`src/rtl/bananachine_ctrl_if.sv`:
```
// Control bus between the Bananachine control unit and its datapath.
// Carries the decoded instruction fields and flags into the controller and
// every datapath select/enable plus the memory write strobe back out.
//   master : control unit (reads fields/flags, drives controls)
//   slave  : datapath     (drives fields/flags, reads controls)
interface bananachine_ctrl_if #(
    parameter int OP_CODE_BITS     = 4,
    parameter int EXT_OP_CODE_BITS = 4,
    parameter int REG_BITS         = 4,
    parameter int ALU_CONT_BITS    = 6,
    parameter int WIDTH            = 16
);
    logic [OP_CODE_BITS-1:0]     op_code;
    logic [EXT_OP_CODE_BITS-1:0] ext_op_code;
    logic [REG_BITS-1:0]         A_index;
    logic [WIDTH-1:0]            psr_flags;
    logic                        reg_write;
    logic                        alu_A_src;
    logic                        alu_B_src;
    logic                        pc_en;
    logic [1:0]                  pc_src;
    logic [1:0]                  reg_write_src;
    logic                        loading;
    logic                        storing;
    logic                        mem_write;
    logic                        instruction_en;
    logic [ALU_CONT_BITS-1:0]    alu_cont;
    logic                        retire;
    logic                        illegal;

    modport master (
        input  op_code, ext_op_code, A_index, psr_flags,
        output reg_write, alu_A_src, alu_B_src, pc_en, pc_src, reg_write_src,
               loading, storing, mem_write, instruction_en, alu_cont,
               retire, illegal
    );

    modport slave (
        output op_code, ext_op_code, A_index, psr_flags,
        input  reg_write, alu_A_src, alu_B_src, pc_en, pc_src, reg_write_src,
               loading, storing, mem_write, instruction_en, alu_cont,
               retire, illegal
    );
endinterface

```
`src/rtl/bananachine_ctrl.sv`:
```
// Bananachine multicycle control unit (Moore FSM).
// Sequences FETCH -> LATCH -> DECODE -> execute/memory/writeback and drives
// all datapath selects and enables from the instruction fields and flags.
// Ports:
//   clk        : clock
//   reset      : asynchronous active-low reset (FSM returns to FETCH)
//   mem_ready  : memory ready (only with BANANA_MEM_WAIT_EN defined)
//   bus        : bananachine_ctrl_if.master (fields/flags in, controls out)
// Optional feature macro: BANANA_MEM_WAIT_EN -- FETCH, LOAD_A and STORE wait
// for mem_ready; when undefined memory is always ready.
module bananachine_ctrl #(
    parameter int OP_CODE_BITS     = 4,
    parameter int EXT_OP_CODE_BITS = 4,
    parameter int REG_BITS         = 4,
    parameter int ALU_CONT_BITS    = 6,
    parameter int WIDTH            = 16
) (
    input  logic clk,
    input  logic reset,
`ifdef BANANA_MEM_WAIT_EN
    input  logic mem_ready,
`endif
    bananachine_ctrl_if.master bus
);

    typedef enum logic [3:0] {
        FETCH, LATCH, DECODE, EXEC_R, EXEC_I, LOAD_A, LOAD_WB,
        STORE, JAL, JCOND, BRANCH, ILLEGAL
    } state_t;

    state_t state, next;

    logic [OP_CODE_BITS-1:0]     op;
    logic [EXT_OP_CODE_BITS-1:0] ext;
    logic [REG_BITS-1:0]         cc;
    logic [WIDTH-1:0]            flags;
    logic                        mem_rdy;
    logic                        cond;

    assign op    = bus.op_code;
    assign ext   = bus.ext_op_code;
    assign cc    = bus.A_index;
    assign flags = bus.psr_flags;

`ifdef BANANA_MEM_WAIT_EN
    assign mem_rdy = mem_ready;
`else
    assign mem_rdy = 1'b1;
`endif

    // Flag bits the condition decoder ignores.
    logic unused_flags;
    assign unused_flags = ^{flags[WIDTH-1:8], flags[4:3], flags[1]};

    // Condition decode; reserved codes are never taken.
    always_comb begin
        case (cc)
            4'b0000: cond =  flags[6];
            4'b0001: cond = !flags[6];
            4'b0010: cond =  flags[0];
            4'b0011: cond = !flags[0];
            4'b0100: cond =  flags[2];
            4'b0101: cond = !flags[2];
            4'b0110: cond =  flags[7];
            4'b0111: cond = !flags[7];
            4'b1000: cond =  flags[5];
            4'b1001: cond = !flags[5];
            4'b1110: cond = 1'b1;
            default: cond = 1'b0;
        endcase
    end

    always_ff @(posedge clk or negedge reset) begin
        if (!reset) state <= FETCH;
        else        state <= next;
    end

    logic                     reg_write, alu_A_src, alu_B_src, pc_en;
    logic [1:0]               pc_src, reg_write_src;
    logic                     loading, storing, mem_write, instruction_en;
    logic [ALU_CONT_BITS-1:0] alu_cont;
    logic                     retire, illegal;

    always_comb begin
        next           = state;
        reg_write      = 1'b0;
        alu_A_src      = 1'b0;
        alu_B_src      = 1'b0;
        pc_en          = 1'b0;
        pc_src         = 2'd2;
        reg_write_src  = 2'd0;
        loading        = 1'b0;
        storing        = 1'b0;
        mem_write      = 1'b0;
        instruction_en = 1'b0;
        alu_cont       = '0;
        retire         = 1'b0;
        illegal        = 1'b0;
        case (state)
            FETCH: if (mem_rdy) next = LATCH;
            LATCH: begin
                instruction_en = 1'b1;
                next           = DECODE;
            end
            DECODE: begin
                case (op)
                    4'b0000: next = EXEC_R;
                    4'b0100: begin
                        case (ext)
                            4'b0000: next = LOAD_A;
                            4'b0100: next = STORE;
                            4'b1000: next = JAL;
                            4'b1100: next = JCOND;
                            default: next = ILLEGAL;
                        endcase
                    end
                    4'b1100: next = BRANCH;
                    4'b0001, 4'b0010, 4'b0011, 4'b0101,
                    4'b1001, 4'b1011, 4'b1101, 4'b1111: next = EXEC_I;
                    default: next = ILLEGAL;
                endcase
            end
            EXEC_R, EXEC_I: begin
                alu_A_src = 1'b1;
                alu_B_src = (state == EXEC_I);
                // CMP / CMPI only update flags, never the register file.
                if (state == EXEC_R) begin
                    alu_cont  = ALU_CONT_BITS'({2'b00, ext});
                    reg_write = (ext != 4'b1011);
                end else begin
                    alu_cont  = ALU_CONT_BITS'({2'b01, op});
                    reg_write = (op != 4'b1011);
                end
                pc_en  = 1'b1;
                retire = 1'b1;
                next   = FETCH;
            end
            LOAD_A: begin
                loading = 1'b1;
                if (mem_rdy) next = LOAD_WB;
            end
            LOAD_WB: begin
                loading       = 1'b1;
                reg_write     = 1'b1;
                reg_write_src = 2'd1;
                pc_en         = 1'b1;
                retire        = 1'b1;
                next          = FETCH;
            end
            STORE: begin
                // Strobe stays up while waiting; commit only once memory accepts.
                storing   = 1'b1;
                mem_write = 1'b1;
                pc_en     = mem_rdy;
                retire    = mem_rdy;
                if (mem_rdy) next = FETCH;
            end
            JAL: begin
                reg_write     = 1'b1;
                reg_write_src = 2'd2;
                pc_src        = 2'd1;
                pc_en         = 1'b1;
                retire        = 1'b1;
                next          = FETCH;
            end
            JCOND: begin
                pc_src = cond ? 2'd1 : 2'd2;
                pc_en  = 1'b1;
                retire = 1'b1;
                next   = FETCH;
            end
            BRANCH: begin
                alu_B_src = 1'b1;
                alu_cont  = ALU_CONT_BITS'(6'b000101);
                pc_src    = cond ? 2'd0 : 2'd2;
                pc_en     = 1'b1;
                retire    = 1'b1;
                next      = FETCH;
            end
            ILLEGAL: begin
                pc_en   = 1'b1;
                illegal = 1'b1;
                retire  = 1'b1;
                next    = FETCH;
            end
            default: next = FETCH;
        endcase
    end

    assign bus.reg_write      = reg_write;
    assign bus.alu_A_src      = alu_A_src;
    assign bus.alu_B_src      = alu_B_src;
    assign bus.pc_en          = pc_en;
    assign bus.pc_src         = pc_src;
    assign bus.reg_write_src  = reg_write_src;
    assign bus.loading        = loading;
    assign bus.storing        = storing;
    assign bus.mem_write      = mem_write;
    assign bus.instruction_en = instruction_en;
    assign bus.alu_cont       = alu_cont;
    assign bus.retire         = retire;
    assign bus.illegal        = illegal;

endmodule
```
`src/flat_wrapper.sv`:
```
// flat-port wrapper written by rule: the top's interface ports become plain ports
module bananachine_ctrl_flat 
#(
    parameter int OP_CODE_BITS     = 4,
    parameter int EXT_OP_CODE_BITS = 4,
    parameter int REG_BITS         = 4,
    parameter int ALU_CONT_BITS    = 6,
    parameter int WIDTH            = 16
)
  (clk, reset, bus_op_code, bus_ext_op_code, bus_A_index, bus_psr_flags, bus_reg_write, bus_alu_A_src, bus_alu_B_src, bus_pc_en, bus_pc_src, bus_reg_write_src, bus_loading, bus_storing, bus_mem_write, bus_instruction_en, bus_alu_cont, bus_retire, bus_illegal);
  bananachine_ctrl_if #(.OP_CODE_BITS(OP_CODE_BITS), .EXT_OP_CODE_BITS(EXT_OP_CODE_BITS), .REG_BITS(REG_BITS), .ALU_CONT_BITS(ALU_CONT_BITS), .WIDTH(WIDTH)) bus_i ();
  input  logic clk;
  input  logic reset;
  input wire logic [$bits(bus_i.op_code)-1:0] bus_op_code;
  input wire logic [$bits(bus_i.ext_op_code)-1:0] bus_ext_op_code;
  input wire logic [$bits(bus_i.A_index)-1:0] bus_A_index;
  input wire logic [$bits(bus_i.psr_flags)-1:0] bus_psr_flags;
  output wire logic [$bits(bus_i.reg_write)-1:0] bus_reg_write;
  output wire logic [$bits(bus_i.alu_A_src)-1:0] bus_alu_A_src;
  output wire logic [$bits(bus_i.alu_B_src)-1:0] bus_alu_B_src;
  output wire logic [$bits(bus_i.pc_en)-1:0] bus_pc_en;
  output wire logic [$bits(bus_i.pc_src)-1:0] bus_pc_src;
  output wire logic [$bits(bus_i.reg_write_src)-1:0] bus_reg_write_src;
  output wire logic [$bits(bus_i.loading)-1:0] bus_loading;
  output wire logic [$bits(bus_i.storing)-1:0] bus_storing;
  output wire logic [$bits(bus_i.mem_write)-1:0] bus_mem_write;
  output wire logic [$bits(bus_i.instruction_en)-1:0] bus_instruction_en;
  output wire logic [$bits(bus_i.alu_cont)-1:0] bus_alu_cont;
  output wire logic [$bits(bus_i.retire)-1:0] bus_retire;
  output wire logic [$bits(bus_i.illegal)-1:0] bus_illegal;
  assign bus_i.op_code = bus_op_code;
  assign bus_i.ext_op_code = bus_ext_op_code;
  assign bus_i.A_index = bus_A_index;
  assign bus_i.psr_flags = bus_psr_flags;
  assign bus_reg_write = bus_i.reg_write;
  assign bus_alu_A_src = bus_i.alu_A_src;
  assign bus_alu_B_src = bus_i.alu_B_src;
  assign bus_pc_en = bus_i.pc_en;
  assign bus_pc_src = bus_i.pc_src;
  assign bus_reg_write_src = bus_i.reg_write_src;
  assign bus_loading = bus_i.loading;
  assign bus_storing = bus_i.storing;
  assign bus_mem_write = bus_i.mem_write;
  assign bus_instruction_en = bus_i.instruction_en;
  assign bus_alu_cont = bus_i.alu_cont;
  assign bus_retire = bus_i.retire;
  assign bus_illegal = bus_i.illegal;
  bananachine_ctrl #(.OP_CODE_BITS(OP_CODE_BITS), .EXT_OP_CODE_BITS(EXT_OP_CODE_BITS), .REG_BITS(REG_BITS), .ALU_CONT_BITS(ALU_CONT_BITS), .WIDTH(WIDTH)) u_core (.clk(clk), .reset(reset), .bus(bus_i));
endmodule
```
`config.mk`:
```
export PLATFORM = sky130hd
export DESIGN_NAME = bananachine_ctrl_flat
export DESIGN_NICKNAME = d
export VERILOG_FILES = /design/src/rtl/bananachine_ctrl_if.sv /design/src/rtl/bananachine_ctrl.sv /design/src/flat_wrapper.sv
export SDC_FILE = /design/constraint.sdc
export NUM_CORES = 1
export LEC_CHECK = 0
export ABC_AREA = 1
export ABC_CLOCK_PERIOD_IN_PS = 2000
export BUFFER_PORTS_ARGS = -buffer_cell sky130_fd_sc_hd__buf_2
export CAP_MARGIN = 30
export CORE_AREA = 2 2 44 46
export DETAILED_ROUTE_END_ITERATION = 12
export DIE_AREA = 0 0 46 48
export PLACE_DENSITY = 0.81
export SYNTH_ARGS = -nofsm -noshare
export SYNTH_HDL_FRONTEND = slang
export SYNTH_SLANG_ARGS = --single-unit
```
`constraint.sdc`:
```
create_clock -name clk -period 2 [get_ports clk]
set_input_delay 0.2 -clock clk [delete_from_list [all_inputs] [get_ports clk]]
set_output_delay 0.2 -clock clk [all_outputs]
set_load 0.005 [all_outputs]
```
# ---- After elaboration in Yosys (flattened, before gate mapping)
# Cells that the tools add are included.
dict set report op_classes {
  n_mux 19
  eq_ne 36
  n_reduce_logical 14
}
# operator count
set ops {}
lappend ops {{equality test 4 bit (second input constant)} 14}
lappend ops {{one-hot mux 4 bit (4 select lines)} 3}
lappend ops {{equality test 4 x 3 -> 1 bit (second input constant)} 11}
lappend ops {{equality test 4 x 2 -> 1 bit (second input constant)} 6}
lappend ops {{zero test 4 bit} 4}
lappend ops {{OR reduction 8 bit} 2}
lappend ops {{equality test 4 x 1 -> 1 bit (second input constant)} 3}
lappend ops {{one-hot mux 6 bit (2 select lines)} 1}
lappend ops {{one-hot mux 1 bit (11 select lines)} 1}
lappend ops {{!= test 4 bit (second input constant)} 2}
lappend ops {{2-to-1 mux 1 bit} 7}
lappend ops {{one-hot mux 2 bit (3 select lines)} 1}
lappend ops {{OR reduction 2 bit} 3}
lappend ops {{zero test 1 bit} 5}
lappend ops {{2-to-1 mux 5 bit} 1}
lappend ops {{2-to-1 mux 2 bit} 2}
lappend ops {{one-hot mux 1 bit (2 select lines)} 2}
lappend ops {{one-hot mux 2 bit (2 select lines)} 1}
dict set report word_totals {
  register_bits 4
  wordCells 70
  out_inout_bits 20
  inputBits 30
}

# ---- Depth between registers and ports, before layout
# Gate-level depths: netlist of run 1.
dict set report depth {
  ltp_word 4
  mapped_depth 9
  depth_no_buf 9
}

# ---- Worst setup path before layout of run 1
# OpenSTA, ideal clock, no wires.
dict set report synth_timing {
  kind {reg-to-output}
  from {register u_core.state[0]}
  to {output bus_retire}
  arrival_ps 1081
  stages_incl_launch_ff 7
  path_slack_ps 719
  path_buffers 1
  cell_sequence {dfrtp_1 inv_1 nor2_1 inv_1 o21ai_0 o21ai_0 buf_4}
}
dict set report synth_via {
  elab_chain_cells 3
  elab_cells_between_ends 10
  classes_between {eq/ne (8); mux (1); reduce/logical (1)}
}
# element line_no
set synth_rtl {}
lappend synth_rtl {{start, declared} bananachine_ctrl.sv:31} ;# state_t state, next;
lappend synth_rtl {{start signal, assigned} bananachine_ctrl.sv:75} ;# else state <= next;
lappend synth_rtl {{equality test 4 x 3 -> 1 bit (tied with other cells)} --}
lappend synth_rtl {{OR reduction 8 bit (no source line) *} --}
lappend synth_rtl {{2-to-1 mux 1 bit *} --}
lappend synth_rtl {{end, declared} flat_wrapper.sv:29} ;# output wire logic [$bits(bus_i.retire)-1:0] bus_retire;
# Mark *: on every way between the ends. The rest lies on a longest branch, timed or not.

# ---- Worst setup path after layout of run 1
dict set report layout_timing {
  from {register u_core.state[3]}
  to {output bus_reg_write}
}
dict set report layout_via {
  elab_chain_cells 3
  elab_cells_between_ends 8
  classes_between {eq/ne (4); mux (2); reduce/logical (2)}
}
# element line_no
set layout_rtl {}
lappend layout_rtl {{equality test 4 x 2 -> 1 bit (tied with other cells)} {bananachine_ctrl.sv:99, bananachine_ctrl.sv:127}}
lappend layout_rtl {{2-to-1 mux 1 bit or OR reduction 2 bit (tied branches)} --}
lappend layout_rtl {{one-hot mux 1 bit (2 select lines) *} bananachine_ctrl.sv:99} ;# case (state)
lappend layout_rtl {{end, declared} flat_wrapper.sv:18} ;# output wire logic [$bits(bus_i.reg_write)-1:0] bus_reg_write;
# Marked as above.

==> reports/results.tsv, run 1 <==
metric	value	unit
synth.avg_cell_area	4.96	sq um
hpwl	1.57	mm
cts_setup_buffers	0	
nNetsFinal	210	
p_leak	0.000644	uW
reg.largest.list	u_core.state (4)	
drt-initial-drc-count	20	
cts_sinks	4	
pin_count	50	
grt_overflow	0	
synth_top_family_by_area	simple AND/OR/NAND/NOR gates	
wire_per_inst	9.24	microns
worstPathMaxFanout	6	
ant_nets	0	
routed_wl	1.80	mm
clockBufferDepth	2	
n_antenna_cell	0	
num_vias	885	
yosys_warnings	0	
yosys.area.top_type_share	24.3	%
final_cell_mix	45 x nand2_1, 37 x buf_2, 27 x inv_1	
cts_tree	done	
synthTopCellsByArea	nand2_1 24%, inv_1 15%, dfrtp_1 14%	
core	1690	sq um
placed_area	878	sq um
p_per_area	990	nW/um^2
setup_viol	0	
die_w	46	microns
drc	0	
place.port_buffers	37	
syn_inst	140	
dp_slack	0.529	ns
hp-class	in2async	
die-height	48	microns
fmax	584	MHz
area_delta_synth_final	31.2	%
seq_area_frac_synth	14.4	%
globalplace.congestion	0.736	
synthXorXnorAreaFrac	0	%
period_minus_slack	1.71	ns
mostFrequentLayoutCell	nand2_1	
max_cap_viol_count	0	
grt_max_degree	7	
drive_gt1_share	32.6	%
grt_antenna_before_repair	0	
hold_violations	0	
cp_data_required_time	1.80	ns
synth_fp_nets	170	
floorplan.initialDensity	41.1	%
start_kind	flip-flop	
tns	0	ns
rsz0062_at_grt	false	
yosys.area_share.simple	52.1	%
synth_compound_area_share	11.9	%
status	complete, no violations	
syn_area	694	sq um
path_clk_slew	0.04	ns
worstPathArrival	1.51	ns
largest_reg_flops	4	
end_kind	output port	
top_register	u_core.state	
htreeDepth	1	
yosys.cell_types.count	17	
synth.mux.area_fraction	0	%
insertion_delay	0.24	ns
ir_drop	658	uV
root_buffer	clkbuf_4	
viasPerCell	4.54	
maxSlewViolCount	0	
synth_top_area_cell	nand2_1	
die-area	2210	sq um
numCtsBuffers	3	
ys_seq_elements	4	
crit_type	reg2out	
grt_pass1_wl	2.63	mm
first_pass_iters	5	
fin_ws	0.289	ns
grt_usage	16.6	%
synth-adder-area-share	0	%
stdcell_area	911	sq um
post-route-period-util	85.6	%
grt_pass1_vias	728	
cts_resized	0	
fin_skew	0.0100	ns
rows	15	
==> kinds of logic after synthesis <==
family                 Yosys count
DFF                              4
AOI/OAI and AO/OA               15
and+or+nand+nor                 84
buffers and inverters           36
other                            1
==> final cells by class <==
class / count / area (sq um)
tap: 17 / 21.3
fill: 176 / 778
clock buffer: 3 / 22.5
timing repair buffer: 38 / 195
inverter: 33 / 124
multi-input combinational: 100 / 448
sequential: 4 / 100
==> worst paths after layout <==
kind	from	end	slack, ns	depth (start not counted)
worst min-delay path	reset	u_core.state[2]$_DFF_PN0_	0.28	2
worst min register to register	u_core.state[3]$_DFF_PN0_	u_core.state[1]$_DFF_PN0_	0.64	1
min in group clk	bus_op_code[3]	u_core.state[0]$_DFF_PN0_	0.38	4
max in group asynchronous	reset	u_core.state[0]$_DFF_PN0_	1.59	2
worst max register to register	u_core.state[3]$_DFF_PN0_	u_core.state[3]$_DFF_PN0_	0.83	7
worst max-delay path	u_core.state[3]$_DFF_PN0_	bus_reg_write	0.29	7
==> synth_stat cells (all sizes together) <==
master and count:
dfrtp 4, conb 1, buf 3, inv 33
nand3 8, nand2 50, nor3 1, nor2 25
o21ai 11, a21oi 4
==> worst max-delay path, stage by stage, from the launching register on <==
cell and delay (ns):
dfrtp_1 0.45, nor2_2 0.22, nand2_4 0.10, o21ai_1 0.18, nand3_1 0.10, nand2_1 0.06, nand2_1 0.04, buf_2 0.12
==> repair_timing <==
action	in CTS	in global routing
hold buffers	1	0
endpoints found under the setup margin	0	0
hold endpoints to repair	4	0
==> metrics by stage <==
stage,hold slack (ns),power (uW),utilization (%),std cells
after floorplan,-0.0956,599,-,140
after global placement,0.00289,781,52.0,191
after detailed placement,0.00794,797,52.0,191
after CTS,0.274,909,53.9,195
after global routing,0.284,1000,53.9,195
final,0.281,901,53.9,195
==> per-layer routing <==
| layer | vias to the layer above | track usage (%) | wire length (microns) |
|---|---|---|---|
| met5 | - | 0 | 0 |
| met4 | 0 | 8.57 | 0 |
| met3 | 0 | 3.40 | 70 |
| met2 | 22 | 32.2 | 974 |
| met1 | 372 | 16.6 | 755 |
| li1 | 491 | - | - |
==> report_power, final <==
group	internal (uW)	switching (uW)
Combinational	250	387
Clock	67.3	35.6
Sequential	114	46.9
Total	432	469
(Power assumes the default switching activity.)
==> run 2, diff against run 1 <==
Settings changed: CTS_BUF_LIST set to sky130_fd_sc_hd__clkbuf_16.
==> run 2 against run 1 <==
  * First-iteration DRC count fell by 40%
  * Worst setup slack worse by 0.035 ns
  * Combinational power rose by 1%
  * Critical path type unchanged
  * Fmax fell by 2.0%
==> reports/results.tsv, run 2 (synthesis gave the netlist of run 1 again) <==
metric	value	unit	change
status	complete, no violations		unchanged
crit_family	simple AND/OR/NAND/NOR gates		unchanged
pin_count	50		unchanged
ant_nets	0		unchanged
place.port_buffers	37		unchanged
grt_usage	17.2	%	was 16.6%
cts_tree	done		unchanged
floorplan.initialDensity	41.1	%	unchanged
hp-class	in2async		unchanged
dp.cells	191		unchanged
globalplace.congestion	0.736		unchanged
area_delta_synth_final	38.7	%	was 31.2%
use_met1	17.4	%	was 16.6%
die_w	46	microns	unchanged
period_minus_slack	1.75	ns	was 1.71 ns
nNetsFinal	210		unchanged
r2r_slack	0.82	ns	was 0.83 ns
top_usage_layer	met2		unchanged
crit_chain	nor2_2 -> nand2_4 -> o21ai_1 -> nand3_1 -> nand2_1 -> nand2_1 -> buf_2		unchanged
grtUsageMet3	2.26	%	was 3.40%
insertion_delay	0.22	ns	was 0.24 ns
grt_pass1_wl	2.77	mm	was 2.63 mm
finalNonFillerCells	195		unchanged
maxSlewViolCount	0		unchanged
routed_wl	1.93	mm	was 1.80 mm
rr_endpoint	u_core.state[3]$_DFF_PN0_		unchanged
fmax	573	MHz	was 584 MHz
cpMostUsedCell	nand2_1		unchanged
die-height	48	microns	unchanged
worstPathMaxFanout	6		unchanged
htreeDepth	1		unchanged
n_antenna_cell	0		unchanged
tns	0	ns	unchanged
max_cap_viol_count	0		unchanged
grt_max_degree	7		unchanged
clockBufferDepth	2		unchanged
drc	0		unchanged
path_clk_slew	0.03	ns	was 0.04 ns
met2_usage	35.0	%	was 32.2%
timing.rr.start	u_core.state[3]$_DFF_PN0_		unchanged
hpwl	1.57	mm	unchanged
worstRegToRegCells	7		unchanged
die-area	2210	sq um	unchanged
end_kind	output port		unchanged
setup_viol	0		unchanged
drt-initial-drc-count	12		was 20
grt_overflow	0		unchanged
largest_reg_flops	4		unchanged
rows	15		unchanged
fin_skew	0.00274	ns	was 0.0100 ns
mostFrequentLayoutCell	nand2_1		unchanged
critPathBufInv	1		unchanged
root_buffer	clkbuf_16		was clkbuf_4
core	1690	sq um	unchanged
grt_antenna_before_repair	0		unchanged
start_kind	flip-flop		unchanged
numCtsBuffers	3		unchanged
ir_drop	763	uV	was 658 uV
cp_slowest_cell	dfrtp_1		unchanged
cts_resized	0		unchanged
dp_slack	0.529	ns	unchanged
rsz0062_at_grt	false		unchanged
num_vias	914		was 885
grt_pass1_vias	756		was 728
fin_ws	0.253	ns	was 0.289 ns
final_cell_mix	45 x nand2_1, 37 x buf_2, 27 x inv_1		unchanged
cts_sinks	4		unchanged
cpPeakStageDelay	0.45	ns	about the same
hold_violations	0		unchanged
post-route-period-util	87.3	%	was 85.6%
hold_slack	0.306	ns	was 0.281 ns
viasPerCell	4.69		was 4.54
worstPathArrival	1.55	ns	was 1.51 ns
first_pass_iters	4		was 5
crit_type	reg2out		unchanged
top_register	u_core.state		unchanged
wire_per_inst	9.92	microns	was 9.24 microns
reg.largest.list	u_core.state (4)		unchanged
drive_gt1_share	32.6	%	unchanged
cp_data_required_time	1.80	ns	about the same
p_leak	0.000668	uW	was 0.000644 uW
p_per_area	1160	nW/um^2	was 990 nW/um^2
-- run 2: changes by cell type in the layout (fill, tap and decap cells not counted) --
cell and change:
clkbuf_4 -3, clkbuf_16 +3
-- run 2: layout make-up --
type                       instances  area (sq um)
tap                               17          21.3
sequential                         4           100
multi-input combinational        100           448
inverter                          33           124
fill                             169           726
timing repair buffer              38           195
clock buffer                       3          75.1
-- run 2: how the worst max path moves through the flow --
stage	startpoint	endpoint	slack, ns	cells past startpoint
after floorplan	u_core.state[0]$_DFF_PN0_	bus_retire	0.72	6
after global placement	u_core.state[3]$_DFF_PN0_	bus_reg_write	0.57	7
after detailed placement	u_core.state[3]$_DFF_PN0_	bus_reg_write	0.53	7
after CTS	u_core.state[3]$_DFF_PN0_	bus_reg_write	0.25	7
after global routing	u_core.state[3]$_DFF_PN0_	bus_reg_write	0.16	7
final	u_core.state[3]$_DFF_PN0_	bus_reg_write	0.25	7
-- run 2: power by group --
part	leakage, uW	total, uW	switching, uW	internal [uW]
combinational	0.000579	646	396	250
sequential	0.0000519	165	50.6	114
clock	0.0000370	308	52.6	255
total	0.000668	1120	499	620
-- run 2: metrics by stage --
stage | instance area (sq um) | power [uW] | utilization, %
final | 963 | 1120 | 57.0
after CTS | 963 | 1120 | 57.0
after floorplan | 694 | 599 | -
after detailed placement | 878 | 797 | 52.0
after global placement | 878 | 781 | 52.0
after global routing | 963 | 1210 | 57.0
-- run 2: repair_timing --
item	CTS	global route
endpoints found under the hold margin	4	0
setup buffers	0	0
hold buffers	1	0
-- run 2: metal layers --
| metal | up-vias | part of all wire, % |
|---|---|---|
| met5 | - | 0 |
| met4 | 0 | 1.1 |
| met3 | 2 | 4.1 |
| met2 | 25 | 55 |
| met1 | 398 | 40 |
| li1 | 489 | - |
==> run 3, diff against run 2 <==
==> constraint.sdc (replaced) <==
create_clock -name clk -period 2 [get_ports clk]
set_input_delay 0 -clock clk [delete_from_list [all_inputs] [get_ports clk]]
set_output_delay 0 -clock clk [all_outputs]
set_load 0.005 [all_outputs]
==> run 3 against run 2 <==
  * Register-to-register slack lost 0.03 ns
  * Non-clock buffer count stayed put
  * Clock skew up 0.0026 ns
  * Cell count did not move
  * Clock power up 2%
  * Combinational power hardly changed
  * Routed wire length increased by 3.3%
  * Critical endpoint unchanged
==> reports/results.tsv, run 3 (synthesis gave the netlist of run 1 again) <==
metric	value	unit	change
status	complete, no violations		unchanged
cpPeakStageDelay	0.45	ns	about the same
setup_viol	0		unchanged
crit_chain	nor2_2 -> nand2_4 -> o21ai_1 -> nand3_1 -> nand2_1 -> nand2_1 -> buf_2		unchanged
die-height	48	microns	unchanged
globalplace.congestion	0.736		about the same
period_minus_slack	1.53	ns	was 1.75 ns
timing.rr.start	u_core.state[3]$_DFF_PN0_		unchanged
cpMostUsedCell	nand2_1		unchanged
area_delta_synth_final	38.7	%	unchanged
rows	15		unchanged
first_pass_iters	4		unchanged
cts_tree	done		unchanged
maxSlewViolCount	0		unchanged
critPathBufInv	1		unchanged
insertion_delay	0.23	ns	was 0.22 ns
root_buffer	clkbuf_16		unchanged
hp-class	in2async		unchanged
die-area	2210	sq um	unchanged
worstPathMaxFanout	6		unchanged
crit_type	reg2out		unchanged
largest_reg_flops	4		unchanged
ant_nets	0		unchanged
grt_pass1_vias	815		was 756
top_register	u_core.state		unchanged
tns	0	ns	unchanged
grt_overflow	0		unchanged
dp.cells	191		unchanged
max_cap_viol_count	0		unchanged
fin_skew	0.00539	ns	was 0.00274 ns
grt_pass1_wl	3.06	mm	was 2.77 mm
drive_gt1_share	32.6	%	unchanged
rr_endpoint	u_core.state[3]$_DFF_PN0_		unchanged
p_leak	0.000668	uW	unchanged
cts_sinks	4		unchanged
numCtsBuffers	3		unchanged
pin_count	50		unchanged
routed_wl	2.00	mm	was 1.93 mm
cts_resized	0		unchanged
final_cell_mix	45 x nand2_1, 37 x buf_2, 27 x inv_1		unchanged
fmax	653	MHz	was 573 MHz
core	1690	sq um	unchanged
n_antenna_cell	0		unchanged
grt_usage	18.9	%	was 17.2%
start_kind	flip-flop		unchanged
viasPerCell	4.77		was 4.69
end_kind	output port		unchanged
nNetsFinal	210		unchanged
floorplan.initialDensity	41.1	%	unchanged
grt_antenna_before_repair	0		unchanged
clockBufferDepth	2		unchanged
worstPathArrival	1.53	ns	was 1.55 ns
ir_drop	800	uV	was 763 uV
die_w	46	microns	unchanged
r2r_slack	0.79	ns	was 0.82 ns
path_clk_slew	0.03	ns	about the same
finalNonFillerCells	195		unchanged
rsz0062_at_grt	false		unchanged
wire_per_inst	10.2	microns	was 9.92 microns
cp_data_required_time	2.00	ns	was 1.80 ns
hpwl	1.62	mm	was 1.57 mm
place.port_buffers	37		unchanged
cp_slowest_cell	dfrtp_1		unchanged
mostFrequentLayoutCell	nand2_1		unchanged
crit_family	simple AND/OR/NAND/NOR gates		unchanged
htreeDepth	1		unchanged
hold_violations	0		unchanged
grt_max_degree	7		unchanged
post-route-period-util	76.6	%	was 87.3%
p_per_area	1170	nW/um^2	was 1160 nW/um^2
drc	0		unchanged
worstRegToRegCells	7		unchanged
reg.largest.list	u_core.state (4)		unchanged
drt-initial-drc-count	17		was 12
num_vias	930		was 914
==> run 3: cell counts in the layout (fill, tap and decap cells not counted) <==
No cell type changed its count.
==> run 3: worst max-delay path by stage <==
| stage | depth (start not counted) | start | to |
|---|---|---|---|
| after floorplan | 6 | u_core.state[0]$_DFF_PN0_ | bus_retire |
| after global placement | 7 | u_core.state[3]$_DFF_PN0_ | bus_reg_write |
| after detailed placement | 7 | u_core.state[3]$_DFF_PN0_ | bus_reg_write |
| after CTS | 7 | u_core.state[3]$_DFF_PN0_ | bus_reg_write |
| after global routing | 7 | u_core.state[3]$_DFF_PN0_ | bus_reg_write |
| final | 7 | u_core.state[3]$_DFF_PN0_ | bus_reg_write |
==> run 3: per-stage QoR <==
stage / power (uW) / area, sq um / worst slack, ns / hold WS (ns) / utilization [%]
finish: 1120 / 963 / 0.468 / 0.111 / 57.0
global route: 1220 / 963 / 0.395 / 0.121 / 57.0
CTS: 1130 / 963 / 0.473 / 0.107 / 57.0
detailed placement: 798 / 878 / 0.717 / -0.190 / 52.0
global placement: 781 / 878 / 0.773 / -0.197 / 52.0
floorplan: 599 / 694 / 0.919 / -0.296 / -
==> run 3: cell type report <==
class / count / area, sq um
Tap cell: 17 / 21.3
Multi-Input combinational cell: 100 / 448
Clock buffer: 3 / 75.1
Fill cell: 181 / 726
Inverter: 33 / 124
Timing Repair Buffer: 38 / 195
Sequential cell: 4 / 100
==> run 3: worst register-to-register path, stage by stage (launching register included) <==
cell and delay [ns]:
dfrtp_1 0.45, nor2_2 0.22, nand2_2 0.11, nor2_4 0.12, inv_2 0.04, nor2_1 0.09, nand2_1 0.06, inv_1 0.05
==> run 3: power breakdown <==
group / internal [uW] / switching [uW] / total, uW
Clock: 256 / 58.9 / 315
Sequential: 114 / 49.3 / 164
Combinational: 250 / 395 / 645
==> run 3: repair_timing <==
action,CTS,global route
buffers inserted,0,0
hold endpoints to repair,4,0
hold buffers,1,0
==> run 3: metal layers <==
layer  vias to the layer above  part of all wire (%)  global-route usage [%]
li1                        490                     -                       -
met1                       397                    39                    20.3
met2                        37                    54                    36.4
met3                         6                   5.1                    2.64
met4                         0                   1.6                    8.57
met5                         -                     0                       0
